File: config.mk
export PLATFORM = sky130hd
export DESIGN_NAME = mem_bus_arbiter
export DESIGN_NICKNAME = d
export VERILOG_FILES = /design/src/rtl/mem_bus_arbiter.sv
export SDC_FILE = /design/constraint.sdc
export NUM_CORES = 1
export LEC_CHECK = 0
export ABC_AREA = 1
export CAP_MARGIN = 15
export CORE_ASPECT_RATIO = 0.5
export CORE_MARGIN = 5
export CORE_UTILIZATION = 39
export DETAILED_ROUTE_END_ITERATION = 12
export PLACE_DENSITY = 0.8
export SLEW_MARGIN = 20
export SYNTH_ARGS = -nofsm -noshare
export SYNTH_HDL_FRONTEND = slang
export SYNTH_SLANG_ARGS = --single-unit
File: constraint.sdc
create_clock -name i_clk -period 1.7 [get_ports i_clk]
set_input_delay 0.51 -clock i_clk [delete_from_list [all_inputs] [get_ports i_clk]]
set_output_delay 0.51 -clock i_clk [all_outputs]
set_load 0.01 [all_outputs]
File: src/rtl/mem_bus_arbiter.sv
// Two-master (core C, debug/DMA D) arbiter for a single-ported memory bus.
// Round-robin grant, one registered transaction at a time, optional wait-state timeout.
module mem_bus_arbiter #(
    parameter int unsigned TIMEOUT = 16
) (
    input  logic        i_clk,
    input  logic        i_reset,

    input  logic        i_c_req,
    input  logic        i_c_we,
    input  logic [31:0] i_c_addr,
    input  logic [31:0] i_c_wdata,
    input  logic [1:0]  i_c_width,
    output logic        o_c_done,
    output logic        o_c_err,

    input  logic        i_d_req,
    input  logic        i_d_we,
    input  logic [31:0] i_d_addr,
    input  logic [31:0] i_d_wdata,
    input  logic [1:0]  i_d_width,
    output logic        o_d_done,
    output logic        o_d_err,

    output logic [31:0] o_rd_data,

    output logic        o_m_req,
    output logic        o_m_we,
    output logic [31:0] o_m_addr,
    output logic [31:0] o_m_wdata,
    output logic [1:0]  o_m_width,
    input  logic [31:0] i_m_rdata,
    input  logic        i_m_ack
);

    localparam int unsigned ADDR_W  = 32;
    localparam int unsigned DATA_W  = 32;
    localparam int unsigned WIDTH_W = 2;
    localparam int unsigned CNT_W   = (TIMEOUT > 0) ? $clog2(TIMEOUT + 1) : 1;
    localparam logic [DATA_W-1:0] ERR_DATA = '1;

    typedef enum logic [1:0] {
        S_IDLE = 2'd0,
        S_XFER = 2'd1,
        S_DONE = 2'd2
    } state_t;

    state_t              r_state;
    state_t              w_state_nxt;

    logic                r_owner_d;
    logic                w_owner_d_nxt;
    logic                r_prio_d;
    logic                w_prio_d_nxt;
    logic [CNT_W-1:0]    r_cnt;
    logic [CNT_W-1:0]    w_cnt_nxt;

    logic                r_m_req;
    logic                w_m_req_nxt;
    logic                r_m_we;
    logic                w_m_we_nxt;
    logic [ADDR_W-1:0]   r_m_addr;
    logic [ADDR_W-1:0]   w_m_addr_nxt;
    logic [DATA_W-1:0]   r_m_wdata;
    logic [DATA_W-1:0]   w_m_wdata_nxt;
    logic [WIDTH_W-1:0]  r_m_width;
    logic [WIDTH_W-1:0]  w_m_width_nxt;

    logic [DATA_W-1:0]   r_rd_data;
    logic [DATA_W-1:0]   w_rd_data_nxt;
    logic                r_c_done;
    logic                w_c_done_nxt;
    logic                r_c_err;
    logic                w_c_err_nxt;
    logic                r_d_done;
    logic                w_d_done_nxt;
    logic                r_d_err;
    logic                w_d_err_nxt;

    logic                w_grant_d;
    logic                w_timeout;
    logic                w_finish;
    logic                w_finish_err;

    // D wins only when C is idle or when the pointer says D is owed the next tie.
    assign w_grant_d = i_d_req & (~i_c_req | r_prio_d);

    // Last permitted wait cycle with no ack; disabled entirely when TIMEOUT is zero.
    assign w_timeout = (TIMEOUT != 0) && (r_cnt == CNT_W'(TIMEOUT - 1));

    assign w_finish     = i_m_ack | w_timeout;
    assign w_finish_err = ~i_m_ack & w_timeout;

    always_comb begin
        w_state_nxt   = r_state;
        w_owner_d_nxt = r_owner_d;
        w_prio_d_nxt  = r_prio_d;
        w_cnt_nxt     = r_cnt;
        w_m_req_nxt   = r_m_req;
        w_m_we_nxt    = r_m_we;
        w_m_addr_nxt  = r_m_addr;
        w_m_wdata_nxt = r_m_wdata;
        w_m_width_nxt = r_m_width;
        w_rd_data_nxt = r_rd_data;
        w_c_done_nxt  = 1'b0;
        w_c_err_nxt   = 1'b0;
        w_d_done_nxt  = 1'b0;
        w_d_err_nxt   = 1'b0;

        case (r_state)
            S_IDLE: begin
                if (i_c_req || i_d_req) begin
                    w_owner_d_nxt = w_grant_d;
                    w_prio_d_nxt  = ~w_grant_d;
                    w_cnt_nxt     = '0;
                    w_m_req_nxt   = 1'b1;
                    w_m_we_nxt    = w_grant_d ? i_d_we    : i_c_we;
                    w_m_addr_nxt  = w_grant_d ? i_d_addr  : i_c_addr;
                    w_m_wdata_nxt = w_grant_d ? i_d_wdata : i_c_wdata;
                    w_m_width_nxt = w_grant_d ? i_d_width : i_c_width;
                    w_state_nxt   = S_XFER;
                end
            end

            S_XFER: begin
                w_cnt_nxt = r_cnt + CNT_W'(1);
                if (w_finish) begin
                    w_rd_data_nxt = i_m_ack ? i_m_rdata : ERR_DATA;
                    w_m_req_nxt   = 1'b0;
                    w_c_done_nxt  = ~r_owner_d;
                    w_c_err_nxt   = ~r_owner_d & w_finish_err;
                    w_d_done_nxt  = r_owner_d;
                    w_d_err_nxt   = r_owner_d & w_finish_err;
                    w_state_nxt   = S_DONE;
                end
            end

            S_DONE: begin
                w_state_nxt = S_IDLE;
            end

            default: begin
                w_state_nxt = S_IDLE;
                w_m_req_nxt = 1'b0;
            end
        endcase
    end

    always_ff @(posedge i_clk) begin
        if (i_reset) begin
            r_state   <= S_IDLE;
            r_owner_d <= 1'b0;
            r_prio_d  <= 1'b0;
            r_cnt     <= '0;
            r_m_req   <= 1'b0;
            r_m_we    <= 1'b0;
            r_m_addr  <= '0;
            r_m_wdata <= '0;
            r_m_width <= '0;
            r_rd_data <= '0;
            r_c_done  <= 1'b0;
            r_c_err   <= 1'b0;
            r_d_done  <= 1'b0;
            r_d_err   <= 1'b0;
        end else begin
            r_state   <= w_state_nxt;
            r_owner_d <= w_owner_d_nxt;
            r_prio_d  <= w_prio_d_nxt;
            r_cnt     <= w_cnt_nxt;
            r_m_req   <= w_m_req_nxt;
            r_m_we    <= w_m_we_nxt;
            r_m_addr  <= w_m_addr_nxt;
            r_m_wdata <= w_m_wdata_nxt;
            r_m_width <= w_m_width_nxt;
            r_rd_data <= w_rd_data_nxt;
            r_c_done  <= w_c_done_nxt;
            r_c_err   <= w_c_err_nxt;
            r_d_done  <= w_d_done_nxt;
            r_d_err   <= w_d_err_nxt;
        end
    end

    assign o_m_req   = r_m_req;
    assign o_m_we    = r_m_we;
    assign o_m_addr  = r_m_addr;
    assign o_m_wdata = r_m_wdata;
    assign o_m_width = r_m_width;
    assign o_rd_data = r_rd_data;
    assign o_c_done  = r_c_done;
    assign o_c_err   = r_c_err;
    assign o_d_done  = r_d_done;
    assign o_d_err   = r_d_err;

endmodule

==> results <==
==> final cells by class <==
| class | count | area share (%) |
|---|---|---|
| Timing Repair Buffer | 302 | 34.1 |
| Multi-Input combinational cell | 479 | 26.4 |
| Clock buffer | 20 | 5.29 |
| Sequential cell | 113 | 26.2 |
| Inverter | 79 | 3.43 |
| Clock inverter | 12 | 2.10 |
| Tap cell | 170 | 2.46 |
==> cells in the final DEF, fill, tap and decap left out <==
| cell | netlist | routed |
|---|---|---|
| a21oi_1 | 9 | 9 |
| a21oi_4 | 0 | 1 |
| buf_12 | 0 | 9 |
| buf_2 | 32 | 1 |
| buf_4 | 7 | 14 |
| buf_6 | 0 | 5 |
| bufinv_16 | 0 | 4 |
| clkbuf_1 | 13 | 1 |
| clkbuf_16 | 0 | 17 |
| clkbuf_8 | 0 | 2 |
| clkdlybuf4s50_1 | 0 | 169 |
| clkinv_2 | 0 | 1 |
| clkinv_4 | 0 | 2 |
| clkinvlp_4 | 0 | 4 |
| dfxtp_1 | 113 | 111 |
| dfxtp_2 | 0 | 2 |
| dlygate4sd2_1 | 0 | 104 |
| ha_1 | 2 | 2 |
| inv_1 | 77 | 75 |
| inv_2 | 2 | 4 |
| inv_6 | 0 | 1 |
| nand2_1 | 148 | 145 |
| nand2_2 | 1 | 4 |
| nand3_1 | 138 | 138 |
| nand4_1 | 67 | 67 |
| nor2_1 | 69 | 69 |
| nor2_2 | 2 | 1 |
| nor2_4 | 1 | 2 |
| nor3_1 | 4 | 3 |
| nor3_2 | 0 | 1 |
| o21ai_0 | 24 | 24 |
| o21ai_1 | 10 | 10 |
| o21ai_4 | 0 | 1 |
| or2_2 | 2 | 2 |
==> how the worst min path moves through the flow <==
stage	end	slack, ns	cells after the start
2_1_floorplan	o_c_done	0.43	1
3_3_place_gp	r_cnt[4]	0.45	2
3_5_place_dp	o_c_done	0.44	1
4_1_cts	o_c_done	0.47	1
5_1_grt	r_cnt[0]	0.49	1
6_report	r_cnt[0]	0.45	1
==> metrics by stage <==
step	power [W]	TNS, ns
3_3_place_gp	0.00504	-15.31
6_report	0.00872	0
3_5_place_dp	0.00507	-17.83
2_1_floorplan	0.00395	0
4_1_cts	0.00875	0
5_1_grt	0.00915	-0.0389
==> flip-flops by register name, summed over array words and instances (netlist names) <==
signal	cells
o_m_we	1
r_cnt	5
o_rd_data	32
r_prio_d	1
o_m_req	1
o_c_err	1
r_owner_d	1
o_m_width	2
o_m_wdata	32
o_d_err	1
o_c_done	1
r_state	2
o_m_addr	32
o_d_done	1
==> power groups by stage <==
stage / clock, W / combinational (W) / sequential, W
final: 0.00382 / 0.00191 / 0.00300
after global routing: 0.00403 / 0.00210 / 0.00302
after CTS: 0.00388 / 0.00188 / 0.00299
after detailed placement: 0 / 0.00202 / 0.00306
after global placement: 0 / 0.00199 / 0.00305
after floorplan: 0 / 0.000805 / 0.00315
==> what timing repair did <==
item                       in CTS  in global routing
buffers inserted                0                  2
hold buffers                    0                  0
gates resized for setup       104                 17
gates cloned                    0                  3
pin swaps                       0                  1
setup endpoints to repair     104                 34
==> cells by family (layout without fill, tap and decap cells) <==
family                     after synthesis  count (layout)  synth area share (%)
and+or+nand+nor                        432             432                  39.0
buffers and inverters                  140             413                  11.6
adders and majority gates                2               2                 0.491
AOI/OAI and AO/OA                       45              45                  4.56
DFF                                    113             113                  44.4
==> routing by layer <==
metal	global-route usage (%)	part of all wire (%)	vias to the layer above
met2	40.5	51	230
met4	12.9	4.6	0
met5	0	0	-
met1	26.8	38	2706
met3	5.82	6.9	69
li1	-	-	2926
==> worst max-delay path: stages <==
cell and delay (ns):
clkdlybuf4s50_1 0.50, nor2_1 0.23, nor2_4 0.09, buf_12 0.19
nor2_2 0.21, nand2_1 0.10, a21oi_1 0.13
==> impl_metrics.json <==
{
  "final_cells": 1175,
  "path_clk_slew_ns": 0.06,
  "r2r_slack_ns": 0.12,
  "root_buffer": "clkbuf_16",
  "p_leak_nw": 4.33,
  "grt_antenna_before_repair": 0,
  "routed_wirelength_mm": 19.1,
  "avgSynthCellArea_um2": 6.97,
  "synth.area.top_cells": "dfxtp_1, nand3_1, nand2_1",
  "max_freq_mhz": 615,
  "power.switching_w": 0.00237,
  "place_hpwl_mm": 13.1,
  "clockBufferDepth": 2,
  "p_per_area_nw_per_um2": 1010,
  "vias_per_cell": 5.05,
  "initial_core_util_pct": 40.0,
  "clock_latency_ns": 0.40,
  "num_vias": 5931,
  "dp_cells": 1138,
  "start_kind": "primary input",
  "ys_ff_latch": 113,
  "post_dp_cell_area_um2": 8060,
  "track_usage_pct": 23.6,
  "fin_hold_ws_ns": 0.453,
  "postSynth.asyncResetShare_pct": 0,
  "worstSetupStartpoint": "i_c_req",
  "crit_path_end_kind": "flip-flop",
  "report.final.slew_viol_count": 0,
  "reg2reg_from": "r_cnt[0]",
  "chipHeight_um": 90.9,
  "cp_data_arrival_time_ns": 1.96,
  "power_frac_seq_pct": 34.4,
  "fin_crit_ns": 1.63,
  "path_class": "in -> reg",
  "cp.required_ns": 2.03,
  "clock_power_share_pct": 43.8,
  "dr.pass1.iters": 5,
  "chipWidth_um": 172,
  "power.internal_w": 0.00635,
  "worst_pin_slew_ns": 0.350,
  "setup_viol": 0,
  "p_sw_share_pct": 27.2,
  "grt_pass1_wl_mm": 29.9,
  "register_area_um2": 2260,
  "rr_endpoint": "o_rd_data[15]",
  "vdd_ir_drop_max_mv": 0.704,
  "synth_edf_count": 0,
  "io_pins": 275,
  "skew_ns": 0.00671,
  "layout-drive-gt1-share_pct": 7.76,
  "cts_tree": "yes",
  "ys.flop_type": "dfxtp_1",
  "area_growth_pct": 69.4,
  "yosysTopAreaCellShare_pct": 44.4,
  "clock_sinks": 113,
  "min_from": "r_cnt[0]",
  "synth_commonest_cells": "nand2_1, nand3_1, dfxtp_1",
  "dieArea_um2": 15600,
  "min_period_over_period_pct": 95.7,
  "netlist_instances": 732,
  "rows": 29,
  "nFillCells": 1086,
  "ys_seq_area_share_pct": 44.4,
  "fin_util_pct": 67.8,
  "globalplace.congestion": 0.827,
  "status": "finished, final reports clean",
  "routedWlPerCell_um": 16.2,
  "cap_viol_max_count": 0,
  "coreArea_um2": 12700,
  "grt_pass1_vias": 5927,
  "io_buffers": 274,
  "post-place-ws_ns": -0.287,
  "hold_viol": 0,
  "final_area_um2": 8640,
  "grt.overflow.total": 0,
  "synth_most_common_cell": "nand2_1",
  "timing.final.ws_setup_ns": 0.0739,
  "n_antenna_cell": 0,
  "synth_area_um2": 5100,
  "remaining_drc_errors": 0,
  "combPwrFrac_pct": 21.9,
  "reg2reg_depth": 10,
  "layout.nets": 1165,
  "synth_nets": 905,
  "yosys_warnings": 0,
  "grt_max_degree": 68,
  "drt-initial-drc-count": 329,
  "path_max_fanout": 43,
  "crit_end": "r_cnt[4]",
  "postRouteAntennaNets": 0,
  "slew-limit-headroom_pct": 76.6,
  "htreeDepth": 4,
  "cts_made_buffers": 17,
  "synth_cell_types": 22,
  "hold_path_class": "reg -> reg",
  "multi_input_area_um2": 2280,
  "yosys.area.top_type": "dfxtp_1"
}
(Power assumes the default switching activity.)
